==> src/rtl/bmp_arb_pkg.sv <==
// Shared definitions for the round-robin BMP arbiter: FSM encoding, slave mode
// codes and the output FIFO entry layout.
package bmp_arb_pkg;

    localparam logic [1:0] ST_IDLE  = 2'd0;
    localparam logic [1:0] ST_XFER  = 2'd1;
    localparam logic [1:0] ST_DRAIN = 2'd2;

    typedef enum logic [1:0] {
        MODE_BYPASS = 2'd0,
        MODE_INVERT = 2'd1,
        MODE_THRESH = 2'd2,
        MODE_SCALE  = 2'd3
    } bmp_mode_e;

    // FIFO entry packing, MSB first: {chan[ch_w-1:0], last, data[dw-1:0]}
    function automatic int fifo_entry_w(input int ch_w, input int dw);
        return ch_w + 1 + dw;
    endfunction

endpackage

==> src/rtl/bmp_out_fifo.sv <==
// Synchronous first-word-fall-through FIFO with occupancy count.
// Push into a full FIFO is accepted only when a pop happens in the same cycle.
module bmp_out_fifo #(
    parameter int WIDTH = 35,
    parameter int DEPTH = 16,
    localparam int AW    = $clog2(DEPTH),
    localparam int CNT_W = $clog2(DEPTH) + 1
) (
    input  logic             clk,
    input  logic             rst,
    input  logic             push,
    input  logic [WIDTH-1:0] din,
    input  logic             pop,
    output logic [WIDTH-1:0] dout,
    output logic [CNT_W-1:0] count,
    output logic             full,
    output logic             empty
);

    logic [WIDTH-1:0] mem_q [DEPTH];
    logic [AW-1:0]    wr_ptr_q, wr_ptr_d;
    logic [AW-1:0]    rd_ptr_q, rd_ptr_d;
    logic [CNT_W-1:0] count_q, count_d;
    logic             do_push, do_pop;

    always_comb begin
        do_pop   = pop && (count_q != '0);
        do_push  = push && ((count_q != CNT_W'(DEPTH)) || do_pop);
        wr_ptr_d = wr_ptr_q + AW'(do_push);
        rd_ptr_d = rd_ptr_q + AW'(do_pop);
        count_d  = count_q + CNT_W'(do_push) - CNT_W'(do_pop);
    end

    always_ff @(posedge clk) begin
        if (rst) begin
            wr_ptr_q <= '0;
            rd_ptr_q <= '0;
            count_q  <= '0;
        end else begin
            wr_ptr_q <= wr_ptr_d;
            rd_ptr_q <= rd_ptr_d;
            count_q  <= count_d;
        end
    end

    always_ff @(posedge clk) begin
        if (do_push) begin
            mem_q[wr_ptr_q] <= din;
        end
    end

    // Storage is not reset, so the head is masked while empty.
    assign empty = (count_q == '0);
    assign full  = (count_q == CNT_W'(DEPTH));
    assign count = count_q;
    assign dout  = empty ? '0 : mem_q[rd_ptr_q];

endmodule

==> src/rtl/bmp_arbiter_rr.sv <==
// N-channel round-robin packet arbiter feeding the image processor; results are
// buffered in a credit-protected FIFO and drained to master port 0.
//
//   state    | meaning
//   ---------+-----------------------------------------------------------
//   IDLE     | no grant; pick next requester at or after the RR pointer
//   XFER     | stream granted slave words to the processor until last
//   DRAIN    | wait for all in-flight results of the packet to reach FIFO
module bmp_arbiter_rr
    import bmp_arb_pkg::*;
#(
    parameter int N_CH          = 2,
    parameter int DATA_BUS_SIZE = 32,
    parameter int FIFO_DEPTH    = 16,
    localparam int CH_W         = $clog2(N_CH)
) (
    input  logic                          clk,
    input  logic                          rst,
    input  logic [2*N_CH-1:0]             slv_mode,
    input  logic [N_CH-1:0]               slv_data_valid,
    input  logic [N_CH*DATA_BUS_SIZE-1:0] slv_data,
    input  logic [N_CH-1:0]               slv_last,
    input  logic [8*N_CH-1:0]             slv_data_proc,
    output logic [N_CH-1:0]               slv_ready,
    output logic [DATA_BUS_SIZE-1:0]      data_to_processor,
    output logic                          scheduler_2_proc_vld,
    input  logic                          proc_rdy,
    output logic [1:0]                    mode,
    output logic [7:0]                    data_proc,
    output logic                          done,
    input  logic [DATA_BUS_SIZE-1:0]      data_from_processor,
    input  logic                          vld_pr,
    input  logic                          mstr0_ready,
    output logic [DATA_BUS_SIZE-1:0]      data_to_master,
    output logic                          mstr0_data_valid,
    output logic [CH_W-1:0]               mstr0_chan,
    output logic                          mstr0_cmplt
);

    localparam int CNT_W   = $clog2(FIFO_DEPTH) + 1;
    localparam int ENTRY_W = fifo_entry_w(CH_W, DATA_BUS_SIZE);

    function automatic logic [CH_W-1:0] rr_pick(input logic [N_CH-1:0] req,
                                                input logic [CH_W-1:0] ptr);
        logic [CH_W-1:0] pick;
        logic            found;
        int              idx;
        pick  = '0;
        found = 1'b0;
        for (int k = 0; k < N_CH; k++) begin
            idx = (int'(ptr) + k) % N_CH;
            if (!found && req[idx]) begin
                pick  = CH_W'(idx);
                found = 1'b1;
            end
        end
        return pick;
    endfunction

    function automatic logic [CH_W-1:0] rr_next(input logic [CH_W-1:0] g);
        return (g == CH_W'(N_CH - 1)) ? '0 : g + 1'b1;
    endfunction

    logic [1:0]         state_q, state_d;
    logic [CH_W-1:0]    ptr_q, ptr_d;
    logic [CH_W-1:0]    grant_q, grant_d;
    logic [1:0]         mode_q, mode_d;
    logic [7:0]         data_proc_q, data_proc_d;
    logic [CNT_W-1:0]   inflight_q, inflight_d;

    logic [CNT_W-1:0]   fifo_count;
    logic               fifo_full, fifo_empty;
    logic [ENTRY_W-1:0] fifo_din, fifo_dout;
    logic               fifo_pop;
    logic [CNT_W:0]     credit_sum;
    logic               credit_ok;
    logic               xfer_fire, res_push, res_last;
    logic               g_valid, g_last;
    logic [DATA_BUS_SIZE-1:0] g_data;

    assign g_valid    = slv_data_valid[grant_q];
    assign g_last     = slv_last[grant_q];
    assign g_data     = slv_data[int'(grant_q)*DATA_BUS_SIZE +: DATA_BUS_SIZE];
    // Counting in-flight words reserves FIFO space before the result exists.
    assign credit_sum = {1'b0, fifo_count} + {1'b0, inflight_q};
    assign credit_ok  = credit_sum < (CNT_W+1)'(FIFO_DEPTH);

    always_comb begin
        slv_ready            = '0;
        data_to_processor    = '0;
        scheduler_2_proc_vld = 1'b0;
        xfer_fire            = 1'b0;
        done                 = 1'b0;
        if (state_q == ST_XFER) begin
            slv_ready[grant_q]   = proc_rdy && credit_ok;
            data_to_processor    = g_data;
            scheduler_2_proc_vld = g_valid && credit_ok;
            xfer_fire            = g_valid && proc_rdy && credit_ok;
            done                 = xfer_fire && g_last;
        end
    end

    assign res_push   = vld_pr && (inflight_q != '0);
    assign res_last   = res_push && (state_q == ST_DRAIN) && (inflight_q == CNT_W'(1));
    assign inflight_d = inflight_q + CNT_W'(xfer_fire) - CNT_W'(res_push);

    always_comb begin
        state_d     = state_q;
        ptr_d       = ptr_q;
        grant_d     = grant_q;
        mode_d      = mode_q;
        data_proc_d = data_proc_q;
        case (state_q)
            ST_IDLE: begin
                if (|slv_data_valid) begin
                    grant_d     = rr_pick(slv_data_valid, ptr_q);
                    ptr_d       = rr_next(grant_d);
                    mode_d      = slv_mode[int'(grant_d)*2 +: 2];
                    data_proc_d = slv_data_proc[int'(grant_d)*8 +: 8];
                    state_d     = ST_XFER;
                end
            end
            ST_XFER: begin
                if (done) begin
                    state_d = ST_DRAIN;
                end
            end
            ST_DRAIN: begin
                if (inflight_q == '0) begin
                    state_d = ST_IDLE;
                end
            end
            default: state_d = ST_IDLE;
        endcase
    end

    always_ff @(posedge clk) begin
        if (rst) begin
            state_q     <= ST_IDLE;
            ptr_q       <= '0;
            grant_q     <= '0;
            mode_q      <= '0;
            data_proc_q <= '0;
            inflight_q  <= '0;
        end else begin
            state_q     <= state_d;
            ptr_q       <= ptr_d;
            grant_q     <= grant_d;
            mode_q      <= mode_d;
            data_proc_q <= data_proc_d;
            inflight_q  <= inflight_d;
        end
    end

    // A result with nothing in flight is a processor protocol error and is dropped.
    always_ff @(posedge clk) begin
        if (!rst && vld_pr) begin
            assert (inflight_q != '0);
            assert (!(res_push && fifo_full && !fifo_pop));
        end
    end

    assign fifo_din = {grant_q, res_last, data_from_processor};
    assign fifo_pop = mstr0_data_valid && mstr0_ready;

    bmp_out_fifo #(
        .WIDTH (ENTRY_W),
        .DEPTH (FIFO_DEPTH)
    ) u_out_fifo (
        .clk   (clk),
        .rst   (rst),
        .push  (res_push),
        .din   (fifo_din),
        .pop   (fifo_pop),
        .dout  (fifo_dout),
        .count (fifo_count),
        .full  (fifo_full),
        .empty (fifo_empty)
    );

    assign mode             = mode_q;
    assign data_proc        = data_proc_q;
    assign mstr0_data_valid = !fifo_empty;
    assign {mstr0_chan, mstr0_cmplt, data_to_master} = fifo_dout;

endmodule

==> config.mk <==
export PLATFORM = sky130hd
export DESIGN_NAME = bmp_arbiter_rr
export DESIGN_NICKNAME = d
export VERILOG_FILES = /design/src/rtl/bmp_arb_pkg.sv /design/src/rtl/bmp_out_fifo.sv /design/src/rtl/bmp_arbiter_rr.sv
export SDC_FILE = /design/constraint.sdc
export NUM_CORES = 1
export LEC_CHECK = 0
export CAP_MARGIN = 20
export CORE_MARGIN = 2
export CORE_UTILIZATION = 35
export DETAILED_ROUTE_END_ITERATION = 12
export PLACE_DENSITY = 0.57
export SETUP_SLACK_MARGIN = 0.1
export SLEW_MARGIN = 30
export SYNTH_ARGS = -nofsm -noshare
export SYNTH_HDL_FRONTEND = slang
export SYNTH_SLANG_ARGS = --single-unit
==> constraint.sdc <==
create_clock -name clk -period 3.87 [get_ports clk]
set_input_delay 0.5805 -clock clk [delete_from_list [all_inputs] [get_ports clk]]
set_output_delay 0.5805 -clock clk [all_outputs]
set_load 0.005 [all_outputs]
; Word level (Yosys, flattened, before mapping)
; Memories as Yosys holds them, arrays and structs flattened. A register that Yosys moved wholly into a read port is not among the register bits.
; Cells that the tools add are included.
[word_totals]
in_bits = 125
n_memories = 1
elab_cells = 92
register_bits = 32
ramBits = 544
out_inout_bits = 81
[op_classes]
eq_ne = 7
add_sub_neg = 9
order_cmp = 5
shifts = 3
mux = 32
reduce_logical = 24
bitwise_logic = 2
[memory_table]
columns = memory, depth, word_bits, rd, rd_clocked_by_memory_dff, wr, line_no
row1 = u_out_fifo.mem_q, 16, 34, 1, 1, 1, bmp_out_fifo.sv:20  ; logic [WIDTH-1:0] mem_q [DEPTH];
[op_table]
columns = op, count
row1 = 64-bit by 7-bit indexed part select with 32-bit output, 1
row2 = 34-bit two-way mux, 1
row3 = 32-bit two-way mux, 1
row4 = 1-bit two-way mux, 23
row5 = 16-bit by 5-bit indexed part select with 8-bit output, 1
row6 = 1-bit logical AND, 13
row7 = 5-bit by 1-bit adder with 5-bit output, 2
row8 = 5-bit zero test, 2
row9 = 5-bit nonzero test, 2
row10 = 5-bit by 1-bit subtractor with 5-bit output, 2
row11 = 4-bit by 1-bit adder with 4-bit output, 2
row12 = 2-bit two-way mux, 4
row13 = 5-bit by 5-bit adder with 6-bit output, 1
row14 = 6-bit by 5-bit < comparator with 1-bit output (second input constant), 1
row15 = 2-bit one-hot mux with 3 select lines, 1
row16 = 5-bit by 1-bit equality test with 1-bit output (second input constant), 1
row17 = 5-bit inequality test (second input constant), 1
row18 = 1-bit by 2-bit < comparator with 1-bit output (second input constant), 2
row19 = 4-bit two-way mux, 1
row20 = 2-bit inequality test (second input constant), 2
row21 = 4-bit by 3-bit indexed part select with 2-bit output, 1
row22 = 2-bit by 3-bit < comparator with 1-bit output (second input constant), 1
row23 = 3-bit AND reduction, 1
row24 = 1-bit adder (second input constant), 2
row25 = other kinds (12), 13

; Logic depth before layout (Yosys ltp)
; Gate-level depths: netlist (run 1).
[logic_depth]
word_depth = 12
depth_mapped = 14
ltp_nobuf = 14

; Cells and area by module
; From an unflattened synthesis (run 1), not the netlist that was laid out.
[unflattened]
cells_unflattened = 1112
hier_area_um2 = 22859.4
[modules_own_cells]
columns = mod, seq_area_each_um2, area_per_inst_um2, cells_per_inst, instances
row1 = bmp_out_fifo, 16595.9, 21297.9, 924, 1
row2 = bmp_arbiter_rr, 380.4, 1561.5, 188, 1

; Worst setup path after synthesis (run 1)
; OpenSTA, ideal clock, no wires.
[synth_timing]
kind = reg-to-reg
startpoint = register inflight_q[2]
endpoint = memory u_out_fifo.mem_q[2][0] (netlist name) (enable)
path_slack_ps = -393
setup_ps = 468
path_buffers = 0
t_required_ps = 3402
stages_incl_launch_ff = 7
arrival_time_ps = 3796
period_less_slack_ps = 4263
path_cell_list = dfxtp_1 inv_1 ha_1 or4b_2 o311ai_1 or3b_2 nor3_1
[synth_via]
elab_chain_cells = 5
[synth_rtl]
columns = item, line_no
row1 = from (decl), bmp_arbiter_rr.sv:69  ; logic [CNT_W-1:0] inflight_q, inflight_d;
row2 = from (signal assigned), bmp_arbiter_rr.sv:151  ; inflight_q <= inflight_d;
row3 = 5-bit nonzero test, bmp_arbiter_rr.sv:103  ; assign res_push = vld_pr && (inflight_q != '0);
row4 = 1-bit logical AND, bmp_arbiter_rr.sv:103
row5 = 1-bit logical AND, bmp_out_fifo.sv:28  ; do_push = push && ((count_q != CNT_W'(DEPTH)) || do_pop);
row6 = 1-bit two-way mux, bmp_out_fifo.sv:47  ; if (do_push) begin
row7 = 1-bit two-way mux (not written as such), bmp_out_fifo.sv:48  ; mem_q[wr_ptr_q] <= din;
row8 = to (decl), bmp_out_fifo.sv:20
; No other way between the ends.

==> results of run 1 <==
-- final cells by class --
type | instances | area [um^2]
Multi-Input combinational cell | 420 | 5408
Antenna cell | 1 | 2.502
Tap cell | 855 | 1070
Timing Repair Buffer | 261 | 2619
Sequential cell | 576 | 16990
Clock buffer | 74 | 1553
Inverter | 18 | 67.56
Fill cell | 5526 | 36100
Clock inverter | 35 | 304.0
-- power by group --
group | internal [uW] | total [uW] | leakage, uW | switching [uW]
combinational | 2370 | 4320 | 0.00276 | 1950
clock | 3050 | 5400 | 0.000909 | 2350
sequential | 7170 | 7380 | 0.00519 | 213
total | 12600 | 17100 | 0.00885 | 4510
-- state kept, by name (all words and copies together), names as in the netlist --
name / cells
u_out_fifo.rd_ptr_q: 4
u_out_fifo.wr_ptr_q: 4
u_out_fifo.mem_q: 544
ptr_q: 1
mode: 2
state_q: 2
u_out_fifo.count: 5
inflight_q: 5
data_proc: 8
grant_q: 1
-- per-layer routing --
layer,GRT usage,vias up
met5,0,-
met4,0.03789,2
met3,0.03170,67
met2,0.2865,351
met1,0.2077,6089
li1,-,5023
-- per-stage QoR --
step	utilization	hold WS, ns	worst slack, ns	std cells
after CTS	0.4367	0.5323	0.1151	2239
after floorplan	-	0.4768	0.5326	1075
after global placement	0.4061	0.5000	0.6005	2121
final	0.4369	0.5316	0.2228	2240
after detailed placement	0.4063	0.5125	0.4774	2121
after global routing	0.4369	0.5694	0.05172	2239
-- cell usage in the layout, fill, tap and decap left out, types with 13 or more instances in the layout --
master           instances
edfxtp_1               544
clkdlybuf4s50_1        203
mux4_2                 136
nor2_1                  59
clkbuf_16               59
buf_4                   44
a22o_1                  35
a221o_1                 34
mux2i_1                 32
dfxtp_1                 28
ha_1                    20
inv_1                   17
clkinv_1                15
nor2_4                  13
clkbuf_1                13
-- final timing paths --
| check | from | end | slack (ns) | depth (start not counted) |
|---|---|---|---|---|
| min | mode[0]$_SDFFE_PP0P_ | mode[0]$_SDFFE_PP0P_ | 0.53 | 2 |
| max | u_out_fifo.rd_ptr_q[1]$_SDFF_PP0_ | data_to_master[3] | 0.22 | 4 |
| min reg2reg | mode[0]$_SDFFE_PP0P_ | mode[0]$_SDFFE_PP0P_ | 0.53 | 2 |
| max reg2reg | u_out_fifo.count[4]$_SDFF_PP0_ | inflight_q[4]$_SDFF_PP0_ | 0.52 | 14 |
-- cells by family (layout without fill, tap and decap cells) --
group	Yosys count	count (layout)	synth area share
other	0	1	0
adders and majority gates	22	22	0.01285
AOI/OAI and AO/OA	99	99	0.03872
and+or+nand+nor	122	122	0.02648
buffers and inverters	79	388	0.01717
DFF	576	576	0.7515
muxes	168	168	0.1498
xor gates and xnor gates	9	9	0.003489
-- worst max-delay path, stage by stage (launching register included) --
cell	delay [ns]
dfxtp_4	0.75
buf_4	0.45
mux4_2	0.41
a221o_1	0.36
clkdlybuf4s50_1	0.46
-- what timing repair did --
| item | in CTS | in global routing |
|---|---|---|
| setup endpoints to repair | 32 | 23 |
| setup buffers | 9 | 0 |
| gates resized for setup | 0 | 4 |
| pin swaps | 1 | 0 |
==> impl_metrics.toml, run 1 <==
[global_routing]
grtUsageTotal = 0.1627
grt_pass1_vias = 12256
antenna_found_initial = 1
grt_start_max_net_pins = 71
grt_overflow = 0
grt_pass1_wl_mm = 79.60

[timing]
period_minus_slack_ns = 3.647
min_period_over_period = 0.9424
fin_skew_ns = 0.02769
hold_viol = 0
setup_viol = 0
rsz0062_at_grt = "true"
final-max-slew-violation-count = 0
fin_tns_setup_ns = 0
worstMarginPinSlew_ns = 0.8550
fmax_ghz = 0.2742
relSlewSlack = 0.4282

[clocking]
tritoncts.num_buffers = 59
root_buffer = "clkbuf_16"
cts_sinks = 576
cts_max_path_buffers = 3
cts_max_level = 2
clkSlewWorstSetupHoldPaths_ns = 0.06
clk_latency_ns = 0.62
hold_buffers = 0
cts_tree = "yes"

[critical_path]
start_kind = "flip-flop"
cp_data_required_time_ns = 3.29
path_class = "reg -> out"
cp_max_fo = 33
cp.arrival_ns = 3.07
crit_path_end_kind = "primary output"

[layout]
syn_to_final_growth_pct = 24.01
drive_above_1_share = 0.2225
layout.nets = 1483
fin_area_mm2 = 0.02801

[placement]
dp_hpwl_mm = 31.51
io_buffers = 205
routabilityCongestion = 0.7756
placed_cell_area_mm2 = 0.02605

[power]
power_uw = 17090
power.leakage_uw = 0.008854
p_per_area_mw_per_mm2 = 610.2
vdd_drop_max_mv = 0.3444

[synth]
synth.most_common_cell = "edfxtp_1"
yosysTopAreaCellShare = 0.7232
synth_nets = 1222
ys_ff_latch = 576
synth.top_cells.by_area = "edfxtp_1, mux4_2, dfxtp_1"
avgSynthCellArea_um2 = 21.01
yosysSeqAreaShare = 0.7515
synthCells = 1075
syn_area_mm2 = 0.02259
yosysTopAreaCell = "edfxtp_1"
synth_cell_types = 44
synthArstFlopShare = 0
netlist_top_cells_count = "edfxtp_1, mux4_2, nor2_1"
synth_ff_type = "edfxtp_1"
ys_warn_count = 0
synth-edff-count = 544

[run_status]
status = "finished, final reports clean"

[drt]
firstDrtPassIters = 5
met2_length_mm = 27.68
met1_length_mm = 22.27
drc = 0
wl_per_cell_um = 24.01
antenna_left = 0
viasPerCell = 5.148
wirelength_mm = 53.78
wl_met3_mm = 2.881
dr_total_vias = 11532
drt_iter0_drc = 900
top_layer_used = "met5"

[run]
drv_cap = 0

[floorplan]
num_rows = 93
initial_utilization = 0.3523
core-area_mm2 = 0.06412
ios = 206
die_area_mm2 = 0.06659
fp.dieH_um = 258.1
die_w_um = 258.1

[hold_path]
holdCritPathClass = "reg -> reg"
No activity file was read; power rests on OpenSTA's default activity.
==> inputs of run 2 (changes only) <==
--- a/config.mk
+++ b/config.mk
@@ -5,9 +5,11 @@
 export SDC_FILE = /design/constraint.sdc
 export NUM_CORES = 1
 export LEC_CHECK = 0
+export ABC_CLOCK_PERIOD_IN_PS = 3870
 export CAP_MARGIN = 20
 export CORE_MARGIN = 2
 export CORE_UTILIZATION = 35
+export CTS_CLUSTER_SIZE = 24
 export DETAILED_ROUTE_END_ITERATION = 12
 export PLACE_DENSITY = 0.57
 export SETUP_SLACK_MARGIN = 0.1
==> results of run 2 <==
Same layout as run 1: the final DEF is identical, and so are final timing and power.
==> inputs of run 3 (changes only) <==
==> constraint.sdc (replaced) <==
create_clock -name clk -period 3.87 [get_ports clk]
set_input_delay 0.774 -clock clk [delete_from_list [all_inputs] [get_ports clk]]
set_output_delay 0.774 -clock clk [all_outputs]
set_load 0.005 [all_outputs]
==> run 3 against run 2 <==
  * Clock-buffer cell count fell by 8
  * First-iteration DRC count fell by 1.1%
  * Global-route usage rose by 0.33 points
  * Sequential share of layout area fell by 0.81 points
  * Largest cell class unchanged
  * Largest power group unchanged
==> impl_metrics.toml, run 3 (synthesized netlist as in run 1, its figures left out) <==
[run_status]
status = "finished, final reports clean"

[critical_path]
r2r_cells = 11
crit_path_end_kind = "primary output"
path_buf_inv = 4
ff2ff_setup_slack_ns = 0.51
crit_cells = 9
cp_data_required_time_ns = 3.10
cp_max_fo = 13
path_delay_family = "buffers and inverters"
path_cells = "inv_1 -> ha_2 -> nor4b_4 -> buf_4 -> nor3b_4 -> buf_6 -> a22o_1 -> a221o_1 -> clkdlybuf4s50_1"
cp.arrival_ns = 2.95
path_class = "reg -> out"
start_kind = "flip-flop"
cpMaxStageDelayCell = "clkdlybuf4s50_1"
slowest_delay_ns = 0.50

[clocking]
cts_max_level = 2
tritoncts.num_buffers = 58
root_buffer = "clkbuf_16"
clk_latency_ns = 0.63
cts_sinks = 576
clkSlewWorstSetupHoldPaths_ns = 0.06
cts_tree = "yes"
hold_buffers = 0
cts_max_path_buffers = 3

[drt]
drt_iter0_drc = 890
drc = 0
wirelength_mm = 55.37
wl_per_cell_um = 24.48
dr_total_vias = 11817
firstDrtPassIters = 6
viasPerCell = 5.224
antenna_left = 0

[placement]
routabilityCongestion = 0.7895
io_buffers = 205
dp_hpwl_mm = 31.11

[run]
drv_cap = 0

[timing]
relSlewSlack = 0.4443
period_minus_slack_ns = 3.723
fin_skew_ns = 0.02462
final-max-slew-violation-count = 0
fin_tns_setup_ns = 0
setup_viol = 0
fmax_ghz = 0.2686
min_period_over_period = 0.9621
hold_viol = 0
rsz0062_at_grt = "true"
worstMarginPinSlew_ns = 0.8309

[floorplan]
initial_utilization = 0.3523
fp.dieH_um = 258.1
num_rows = 93
die_area_mm2 = 0.06659
ios = 206
core-area_mm2 = 0.06412
die_w_um = 258.1

[power]
p_sw_frac = 0.2654
p_sw_uw = 4613
clkPwrFrac = 0.317
combinationalPowerShare = 0.260
p_per_area_mw_per_mm2 = 612.2
seq_power_share = 0.423
power.leakage_uw = 0.009113
vdd_drop_max_mv = 0.3921
p_int_uw = 12770

[layout]
syn_to_final_growth_pct = 25.70
largest_reg_flops = 544
antenna-diode-count = 0
post-route-util = 0.4429
fillers = 5443
regMostFlops = "u_out_fifo.mem_q"
layout.nets = 1505
drive_above_1_share = 0.2395
final_common_cell = "edfxtp_1"
layout_common_cells = "edfxtp_1, clkdlybuf4s50_1, mux4_2"

[hold_path]
worstHoldPathCells = 2
holdCritPathClass = "reg -> reg"

[global_routing]
antenna_found_initial = 1
grt_pass1_wl_mm = 81.27
grtUsageTotal = 0.1660
grt_overflow = 0
grt_start_max_net_pins = 51
grt_pass1_vias = 12320
[run 3: cell types whose count changed in the layout (fill, tap and decap cells not counted), sizes merged, moves of 2 or more]
cell           before  now
clkinvlp            0    2
bufinv              3    6
clkdlybuf4s50     203  176
dlygate4sd2         0   28
clkbuf             74   67
buf                56   77
clkinv             30   32
[run 3: final cells by class]
type                       count  area, um^2  area share
multi-input combinational    420        5428      0.1912
tap                          855        1070     0.03768
inverter                      18       67.56    0.002379
timing repair buffer         284        2964      0.1044
sequential                   576       16990      0.5984
clock buffer                  66        1481     0.05217
clock inverter                43       394.1     0.01388
[run 3: routing by layer]
layer	up-vias	global-route usage	wire length, um
li1	5086	-	-
met1	6172	0.2159	22880
met2	480	0.2842	27710
met3	77	0.03622	3796
met4	2	0.03998	979
met5	-	0	10
[run 3: through the flow]
step / hold WS (ns) / worst slack (ns) / area, um^2 / std cells / total power (uW)
4_1_cts: 0.5384 / 0.07828 / 28200 / 2244 / 17480
5_1_grt: 0.5727 / 0.02764 / 28390 / 2262 / 18150
3_5_place_dp: 0.5159 / 0.2843 / 26090 / 2125 / 11840
6_report: 0.5399 / 0.1468 / 28390 / 2262 / 17380
3_3_place_gp: 0.5056 / 0.2414 / 26050 / 2124 / 11820
2_1_floorplan: 0.4768 / 0.5326 / 22610 / 1075 / 10020
[run 3: worst register-to-register path: cells and delay by family (launching register included)]
family,cells,cell delay [ns]
AOI/OAI and AO/OA,3,0.96
adders and majority gates,3,0.91
and+or+nand+nor,3,0.83
DFF,1,0.33
buffers and inverters,2,0.26
[run 3: power by group through the flow]
stage / registers, uW / logic, uW / clock network [uW]
detailed placement: 7490 / 4350 / 0
finish: 7360 / 4510 / 5510
global placement: 7470 / 4350 / 0
global route: 7390 / 4880 / 5890
floorplan: 7400 / 2610 / 0
CTS: 7360 / 4460 / 5660
[run 3: path summary, 6_finish.rpt]
path	start	endpoint
setup / recovery	u_out_fifo.count[2]$_SDFF_PP0_	data_to_master[9]
hold / removal	data_proc[7]$_SDFFE_PP0P_	data_proc[7]$_SDFFE_PP0P_
setup reg to reg	u_out_fifo.count[2]$_SDFF_PP0_	u_out_fifo.count[4]$_SDFF_PP0_
hold reg to reg	data_proc[7]$_SDFFE_PP0P_	data_proc[7]$_SDFFE_PP0P_
[run 3: repair_timing]
item / in CTS / in global routing
setup buffers: 5 / 17
endpoints found under the setup margin: 36 / 9
hold endpoints to repair: 0 / 0
pin swaps: 5 / 1
resized for setup: 45 / 11
gates cloned: 5 / 1
